File: src/rtl/huff_sym_decode.sv
// Huffman symbol decoder: collects a left-justified window of stream bits,
// looks it up in the code table, emits the symbol and drops the code bits.
module huff_sym_decode #(
  parameter int HUFF_CODE_LEN = 8,
  parameter int HUFF_LEN_LEN  = $clog2(HUFF_CODE_LEN + 1),
  parameter int SYM_W         = 9
) (
  input  logic                     clk,
  input  logic                     rst_n,
  input  logic                     start,
  input  logic                     in_valid,
  input  logic                     in_bit,
  output logic                     in_ready,
  input  logic                     flush,
  output logic                     tbl_rd,
  output logic [HUFF_CODE_LEN-1:0] tbl_addr,
  input  logic [SYM_W-1:0]         tbl_sym,
  input  logic [HUFF_LEN_LEN-1:0]  tbl_len,
  output logic                     sym_valid,
  output logic [SYM_W-1:0]         sym_data,
  output logic [HUFF_LEN_LEN-1:0]  sym_len,
  input  logic                     sym_ready,
  output logic                     done,
  output logic                     err
);

  localparam logic [2:0] S_FILL   = 3'd0;
  localparam logic [2:0] S_LOOKUP = 3'd1;
  localparam logic [2:0] S_WAIT   = 3'd2;
  localparam logic [2:0] S_OUT    = 3'd3;
  localparam logic [2:0] S_ERR    = 3'd4;

  localparam logic [HUFF_LEN_LEN-1:0] FULL = HUFF_LEN_LEN'(HUFF_CODE_LEN);

  logic [2:0]               state, state_nx;
  logic [HUFF_CODE_LEN-1:0] win, win_nx;
  logic [HUFF_LEN_LEN-1:0]  cnt, cnt_nx;
  logic                     flush_seen, flush_seen_nx;
  logic [SYM_W-1:0]         sym_data_nx;
  logic [HUFF_LEN_LEN-1:0]  sym_len_nx;
  logic                     in_ready_nx, done_nx;
  logic                     bit_take;
  logic [HUFF_CODE_LEN-1:0] bit_mask;

  assign bit_take = in_valid & in_ready;
  // New bit lands just below the valid bits; everything under cnt is zero.
  assign bit_mask = {in_bit, {(HUFF_CODE_LEN-1){1'b0}}} >> cnt;

  assign tbl_rd    = (state == S_LOOKUP);
  assign tbl_addr  = win;
  assign sym_valid = (state == S_OUT);
  assign err       = (state == S_ERR);

  always_comb begin
    state_nx      = state;
    win_nx        = win;
    cnt_nx        = cnt;
    flush_seen_nx = flush_seen;
    sym_data_nx   = sym_data;
    sym_len_nx    = sym_len;
    if (start) begin
      state_nx      = S_FILL;
      win_nx        = '0;
      cnt_nx        = '0;
      flush_seen_nx = 1'b0;
    end else begin
      if (flush && state != S_ERR) flush_seen_nx = 1'b1;
      case (state)
        S_FILL: begin
          if (bit_take) begin
            win_nx = win | bit_mask;
            cnt_nx = cnt + 1'b1;
          end
          if (cnt == FULL || (flush_seen && cnt != '0)) state_nx = S_LOOKUP;
        end
        S_LOOKUP: state_nx = S_WAIT;
        S_WAIT: begin
          // A code longer than the remaining bits can only mean a truncated stream.
          if (tbl_len == '0 || tbl_len > cnt) begin
            state_nx = S_ERR;
          end else begin
            sym_data_nx = tbl_sym;
            sym_len_nx  = tbl_len;
            state_nx    = S_OUT;
          end
        end
        S_OUT: begin
          if (sym_ready) begin
            win_nx   = win << sym_len;
            cnt_nx   = cnt - sym_len;
            state_nx = S_FILL;
          end
        end
        S_ERR:   state_nx = S_ERR;
        default: state_nx = S_FILL;
      endcase
    end
    in_ready_nx = (state_nx == S_FILL) && (cnt_nx < FULL) && !flush_seen_nx;
    done_nx     = (state_nx == S_FILL) && flush_seen_nx && (cnt_nx == '0);
  end

  // in_ready and done are registered so every output is 0 while in reset.
  always_ff @(posedge clk or negedge rst_n) begin
    if (!rst_n) begin
      state      <= S_FILL;
      win        <= '0;
      cnt        <= '0;
      flush_seen <= 1'b0;
      sym_data   <= '0;
      sym_len    <= '0;
      in_ready   <= 1'b0;
      done       <= 1'b0;
    end else begin
      state      <= state_nx;
      win        <= win_nx;
      cnt        <= cnt_nx;
      flush_seen <= flush_seen_nx;
      sym_data   <= sym_data_nx;
      sym_len    <= sym_len_nx;
      in_ready   <= in_ready_nx;
      done       <= done_nx;
    end
  end

endmodule

File: config.mk
export PLATFORM = sky130hd
export DESIGN_NAME = huff_sym_decode
export DESIGN_NICKNAME = d
export VERILOG_FILES = /design/src/rtl/huff_sym_decode.sv
export SDC_FILE = /design/constraint.sdc
export NUM_CORES = 1
export LEC_CHECK = 0
export CORE_MARGIN = 2
export CORE_UTILIZATION = 66
export CTS_BUF_LIST = sky130_fd_sc_hd__clkbuf_4
export DETAILED_ROUTE_END_ITERATION = 7
export DONT_BUFFER_PORTS = 1
export PLACE_DENSITY = 0.82
export SLEW_MARGIN = 20
export SYNTH_ARGS = -nofsm -noshare
export SYNTH_HDL_FRONTEND = slang
export SYNTH_SLANG_ARGS = --single-unit
File: constraint.sdc
create_clock -name clk -period 2.7 [get_ports clk]
set_input_delay 0.27 -clock clk [delete_from_list [all_inputs] [get_ports clk]]
set_output_delay 0.27 -clock clk [all_outputs]
set_load 0.03 [all_outputs]
# After elaboration in Yosys (flattened, before gate mapping)
# Cells that the tools add are included.
# op_classes
magnitude_cmp	2
n_eq_ne	8
n_reduce_logical	17
mux	15
n_bitwise	4
shifts	2
add_sub_neg	2
# ops
cell	n
2-to-1 mux 8 bit	3
case mux 8 bit (2 select lines)	1
case mux 3 bit (5 select lines)	1
2-to-1 mux 3 bit	4
2-to-1 mux 4 bit	3
zero test 4 bit	2
bitwise OR 8 bit	1
case mux 4 bit (2 select lines)	1
left shift 8 x 4 -> 8 bit	1
>> shifter 8 x 4 -> 8 bit	1
equality test 3 x 2 -> 1 bit (second input constant)	2
logical AND 1 bit	6
zero test 3 bit	2
!= test 3 bit (second input constant)	2
AND reduction 3 bit	2
adder 4 x 1 -> 4 bit (second input constant)	1
equality test 4 bit (second input constant)	1
greater-than comparator 4 bit	1
< comparator 4 bit (second input constant)	1
nonzero test 4 bit	1
subtractor 4 bit	1
equality test 3 x 1 -> 1 bit (second input constant)	1
equality test 3 bit (second input constant)	1
!= test 3 x 2 -> 1 bit (second input constant)	1
other kinds (6)	9
# word_totals
inputBits	20
word_cells	58
out_inout_bits	26
regBits	31

# Longest topological paths before layout
# logic_depth
word_depth	9
mapped_depth	9
ltp_nobuf	9

# Worst setup path after synthesis
# Ideal clock, no wire load.
# synth_timing
path_kind	reg2reg
start	reg cnt[2]
end	reg sym_data[0]
arrival_ns	2.054
synth_period_minus_slack_ns	2.179
setup_slack_ns	0.521
stages_incl_launch_ff	10
cell_sequence	dfrtp_1 -> inv_1 -> ha_1 -> o21a_1 -> o21a_1 -> a211oi_2 -> and3_1 -> buf_4 -> buf_12 -> mux2_4
# synth_between
elab_chain_len	4
# synth_rtl
element	line_no	rtl
from (decl)	37	logic [HUFF_LEN_LEN-1:0] cnt, cnt_nx;
from (signal assigned)	116	cnt <= cnt_nx;
greater-than comparator 4 bit	79	if (tbl_len == '0 || tbl_len > cnt) begin
logical OR 1 bit	79	
inverter 1 bit (no line)	n/a	
AND reduction 3 bit (no line)	n/a	
to (signal assigned)	118	sym_data <= sym_data_nx;
to (decl)	20	output logic [SYM_W-1:0] sym_data,
# Every way passes these cells.
# A chain may end at the register's enable or synchronous reset.

# Worst setup path after layout
# layout_timing
start	reg cnt[2]
end	reg sym_len[3]
# layout_between
elab_chain_len	4
# layout_rtl
element	line_no	rtl
greater-than comparator 4 bit	79	
logical OR 1 bit	79	
inverter 1 bit (no line)	n/a	
AND reduction 3 bit (no line)	n/a	
to (signal assigned)	119	sym_len <= sym_len_nx;
to (decl)	21	output logic [HUFF_LEN_LEN-1:0] sym_len,
# Every way passes these cells.

==> metrics.log <==
[metrics] Detail Route met2 WL: 2.16 mm
[metrics] cell types occupying the most area after synthesis: sky130_fd_sc_hd__dfrtp_1 37%, sky130_fd_sc_hd__mux2_4 6.4%, sky130_fd_sc_hd__ha_1 5.4%, sky130_fd_sc_hd__a21oi_1 4.1%, sky130_fd_sc_hd__nor2_1 3.4%
[metrics] die area: 3640 um^2
[metrics] cell at the root of the clock tree: sky130_fd_sc_hd__clkbuf_4
[metrics] average vias per placed instance: 6.60
[metrics] capturing element type of the critical path: register
[metrics] Most used DFF post-synth: sky130_fd_sc_hd__dfrtp_1
[metrics] reg-to-reg critical path endpoint: sym_len[3]
[metrics] worst-case headroom to the max-slew limit: 63.5%
[metrics] cell internal power dissipation: 0.000964 W
[metrics] violation count after the first detailed-route iteration: 127
[metrics] gpl congestion: 0.965
[metrics] Max Transition Viols Final: 0
[metrics] total negative setup slack: 0 ns
[metrics] gate count after technology mapping: 214
[metrics] P per Cell Area: 661 nW/um^2
[metrics] routed wire length: 4.83 mm
[metrics] netlist area before placement: 2100 um^2
[metrics] Top Family by Delay on Critical Path: compound AO/OA/AOI/OAI gates
[metrics] most common library cells after synthesis: 31 x sky130_fd_sc_hd__dfrtp_1, 19 x sky130_fd_sc_hd__nor2_1, 17 x sky130_fd_sc_hd__a21oi_1
[metrics] launch point of the worst reg-to-reg path: cnt[2]
[metrics] data required time of the critical path: 2.95 ns
[metrics] io pins: 46
[metrics] vias in the first global route: 1641
[metrics] post-layout net count: 248
[metrics] RSZ-0062 raised after global routing: no
[metrics] most frequent cell after synthesis: sky130_fd_sc_hd__dfrtp_1
[metrics] net switching component of the power: 0.000523 W
[metrics] asr flop ratio synth: 100%
[metrics] Hold Fails Final Rpt: 0
[metrics] average cell area after synthesis: 9.80 um^2
[metrics] Routed met1 length: 1.98 mm
[metrics] Clk pwr share: 31.3%
[metrics] Antenna Nets Post-Route: 0
[metrics] CTS buffer count: 5
[metrics] CTS tree: yes
[metrics] kind of critical path: register to register
[metrics] highest clock frequency the design can meet: 0.408 GHz
[metrics] Antenna diodes: 0
[metrics] initial antenna violation count: 0
[metrics] clock slew at the register clock pins of the worst setup and hold paths: 0.11 ns
[metrics] Net Count, Synth: 244
[metrics] category of the worst setup path launch point: register
[metrics] power share of the sequential group: 44.7%
[metrics] post-route clock period utilization: 90.8%
[metrics] First-pass DRT Iterations: 4
[metrics] total routing usage reported by global routing: 29.6%
[metrics] maximum root-to-sink buffer count: 2
[metrics] clock latency of the later-clocked register in the worst-skew pair: 0.35 ns
[metrics] final cell count without fillers: 263
[metrics] die outline width: 60.4 um
[metrics] pin count of the biggest net entering global routing: 32
[metrics] share of cells above drive strength 1: 14.6%
[metrics] number of setup buffers added after CTS: 0
[metrics] number of cells traversed by the worst register-to-register path: 8
[metrics] total power: 0.00149 W
[metrics] Leakage Power: 1.03 nW
[metrics] uppermost signal routing layer after detailed routing: met4
[metrics] global-route wire length before repair: 7.87 mm
[metrics] placed insts: 252
[metrics] routed length on met3: 514 um
[metrics] worst-case hold path end point: sym_len[1]
[metrics] distinct cell type count of the synthesized netlist: 61
[metrics] sequential cell area fraction in the yosys report: 37.0%
[metrics] shortest clock period the worst path allows after layout: 2.45 ns
[metrics] fill cell total of the finished layout: 226
[metrics] WL per Instance: 18.4 um
[metrics] critical path peak fanout: 14
[metrics] switching share of power: 35.1%
[metrics] Hold Path Cell Cnt: 1
[metrics] Sink Count: 31
[metrics] die extent in y: 60.4 um
[metrics] post-synthesis sequential element count: 31
[metrics] number of endpoints failing setup at the final stage: 0
[metrics] standard-cell row count: 20
[metrics] count of maximum capacitance violations: 0
[metrics] Most common cell on crit path: sky130_fd_sc_hd__o21a_1
[metrics] gr ovfl total: 0
[metrics] biggest cell delay along the critical path: 0.51 ns
[metrics] count of input and output buffers: 0
[metrics] worst hold path startpoint: tbl_len[1]
[metrics] critical path arrival: 2.70 ns
[metrics] number of synthesized flops with an enable pin: 0
[metrics] highest-delay cell along the critical path: sky130_fd_sc_hd__dfrtp_1
[metrics] DR DRC count: 0
[metrics] Initial Utilization: 69.3%
[metrics] count of synthesis-stage warnings from yosys: 0
[metrics] via count: 1735
[metrics] Syn-to-layout area delta: 7.34%
[metrics] largest area contributor in the netlist: sky130_fd_sc_hd__dfrtp_1
[metrics] HPWL after detailed placement: 3.55 mm
[metrics] final setup skew: 0.0105 ns
[metrics] Worst VDD drop: 0.000525 V
[metrics] result of the run: finished clean
[metrics] R2R Setup Slk: 0.25 ns
[metrics] worst path buffer plus inverter count: 2
[metrics] combinational group share of total power: 24.0%
[metrics] transition time at the pin with the least slew margin: 0.545 ns
[metrics] total core area: 3030 um^2
[metrics] Max H-tree Level: 2
[metrics] type of the tightest min-delay check: primary input to register
[metrics] post-synth top area share: 37.0%
[metrics] CP cell instances: inv_1 > ha_1 > o21a_1 > o21a_1 > a211oi_2 > and3_1 > buf_4 > mux2_1
[layout make-up]
type / count / area (um^2) / share of cell area, %
Clock inverter: 3 / 67.6 / 3.00
Sequential cell: 31 / 776 / 34.5
Clock buffer: 5 / 37.5 / 1.67
Multi-Input combinational cell: 158 / 1190 / 52.8
Tap cell: 44 / 55.1 / 2.45
Inverter: 15 / 56.3 / 2.50
Timing Repair Buffer: 7 / 70.1 / 3.11
[routing by layer]
| layer | global-route usage, % | vias to the layer above |
|---|---|---|
| li1 | - | 794 |
| met1 | 39.3 | 815 |
| met2 | 42.1 | 102 |
| met3 | 12.4 | 24 |
| met4 | 14.0 | 0 |
| met5 | 0 | - |
[power groups by stage]
| stage | sequential (W) | clock, W | combinational (W) |
|---|---|---|---|
| finish | 0.000665 | 0.000465 | 0.000357 |
| global route | 0.000674 | 0.000497 | 0.000392 |
| CTS | 0.000664 | 0.000472 | 0.000354 |
| detailed placement | 0.000673 | 0 | 0.000335 |
| global placement | 0.000670 | 0 | 0.000323 |
| floorplan | 0.000680 | 0 | 0.000255 |
[cells by family after synthesis]
logic type / after synthesis / synth area share [%]
muxes: 20 / 12.1
xor gates and xnor gates: 1 / 0.418
AOI/OAI and AO/OA: 58 / 19.3
buffers and inverters: 25 / 6.32
and+or+nand+nor: 69 / 18.6
DFF: 31 / 37.0
adders and majority gates: 10 / 6.32
[sequential cells by signal, summed over array words and instances (netlist names)]
name and count:
flush_seen 1, cnt 4, sym_len 4, tbl_addr 8, state 3, done 1
sym_data 9, in_ready 1
[placed cells by master (no fill, tap or decap), types with 6 or more instances in the layout]
| cell | count |
|---|---|
| sky130_fd_sc_hd__mux2_1 | 6 |
| sky130_fd_sc_hd__nor2_1 | 19 |
| sky130_fd_sc_hd__a21oi_1 | 17 |
| sky130_fd_sc_hd__dfrtp_1 | 31 |
| sky130_fd_sc_hd__nand2_1 | 9 |
| sky130_fd_sc_hd__ha_1 | 9 |
| sky130_fd_sc_hd__o21ai_0 | 8 |
| sky130_fd_sc_hd__nor3_1 | 9 |
| sky130_fd_sc_hd__nand3_1 | 6 |
| sky130_fd_sc_hd__inv_1 | 12 |
| sky130_fd_sc_hd__mux2_4 | 9 |
[stage by stage]
| step | setup slack [ns] | cell area (um^2) | util (%) | hold WS [ns] |
|---|---|---|---|---|
| after floorplan | 0.521 | 2100 | - | -0.0256 |
| after global placement | 0.358 | 2110 | 69.5 | -0.0249 |
| after detailed placement | 0.301 | 2110 | 69.5 | -0.0248 |
| after CTS | 0.260 | 2250 | 74.3 | 0.0367 |
| after global routing | 0.0740 | 2250 | 74.3 | 0.0272 |
| final | 0.248 | 2250 | 74.3 | 0.0430 |
[how the worst max path moves through the flow]
stage                     startpoint     endpoint  slack, ns  cells after the start
final                         cnt[2]   sym_len[3]       0.25                      8
after global routing          cnt[3]   sym_len[3]       0.07                      8
after CTS                     cnt[2]   sym_len[3]       0.26                      8
after detailed placement      cnt[2]   sym_len[3]       0.30                      8
after global placement        cnt[2]   sym_len[3]       0.36                      8
after floorplan               cnt[2]  sym_data[0]       0.52                      9
[what timing repair did]
| item | 4_1_cts | 5_1_grt |
|---|---|---|
| endpoints found under the setup margin | 0 | 0 |
| endpoints found under the hold margin | 43 | 0 |
| gates resized for setup | 0 | 0 |
| hold buffers | 3 | 0 |
No activity file was read; power rests on OpenSTA's default activity.
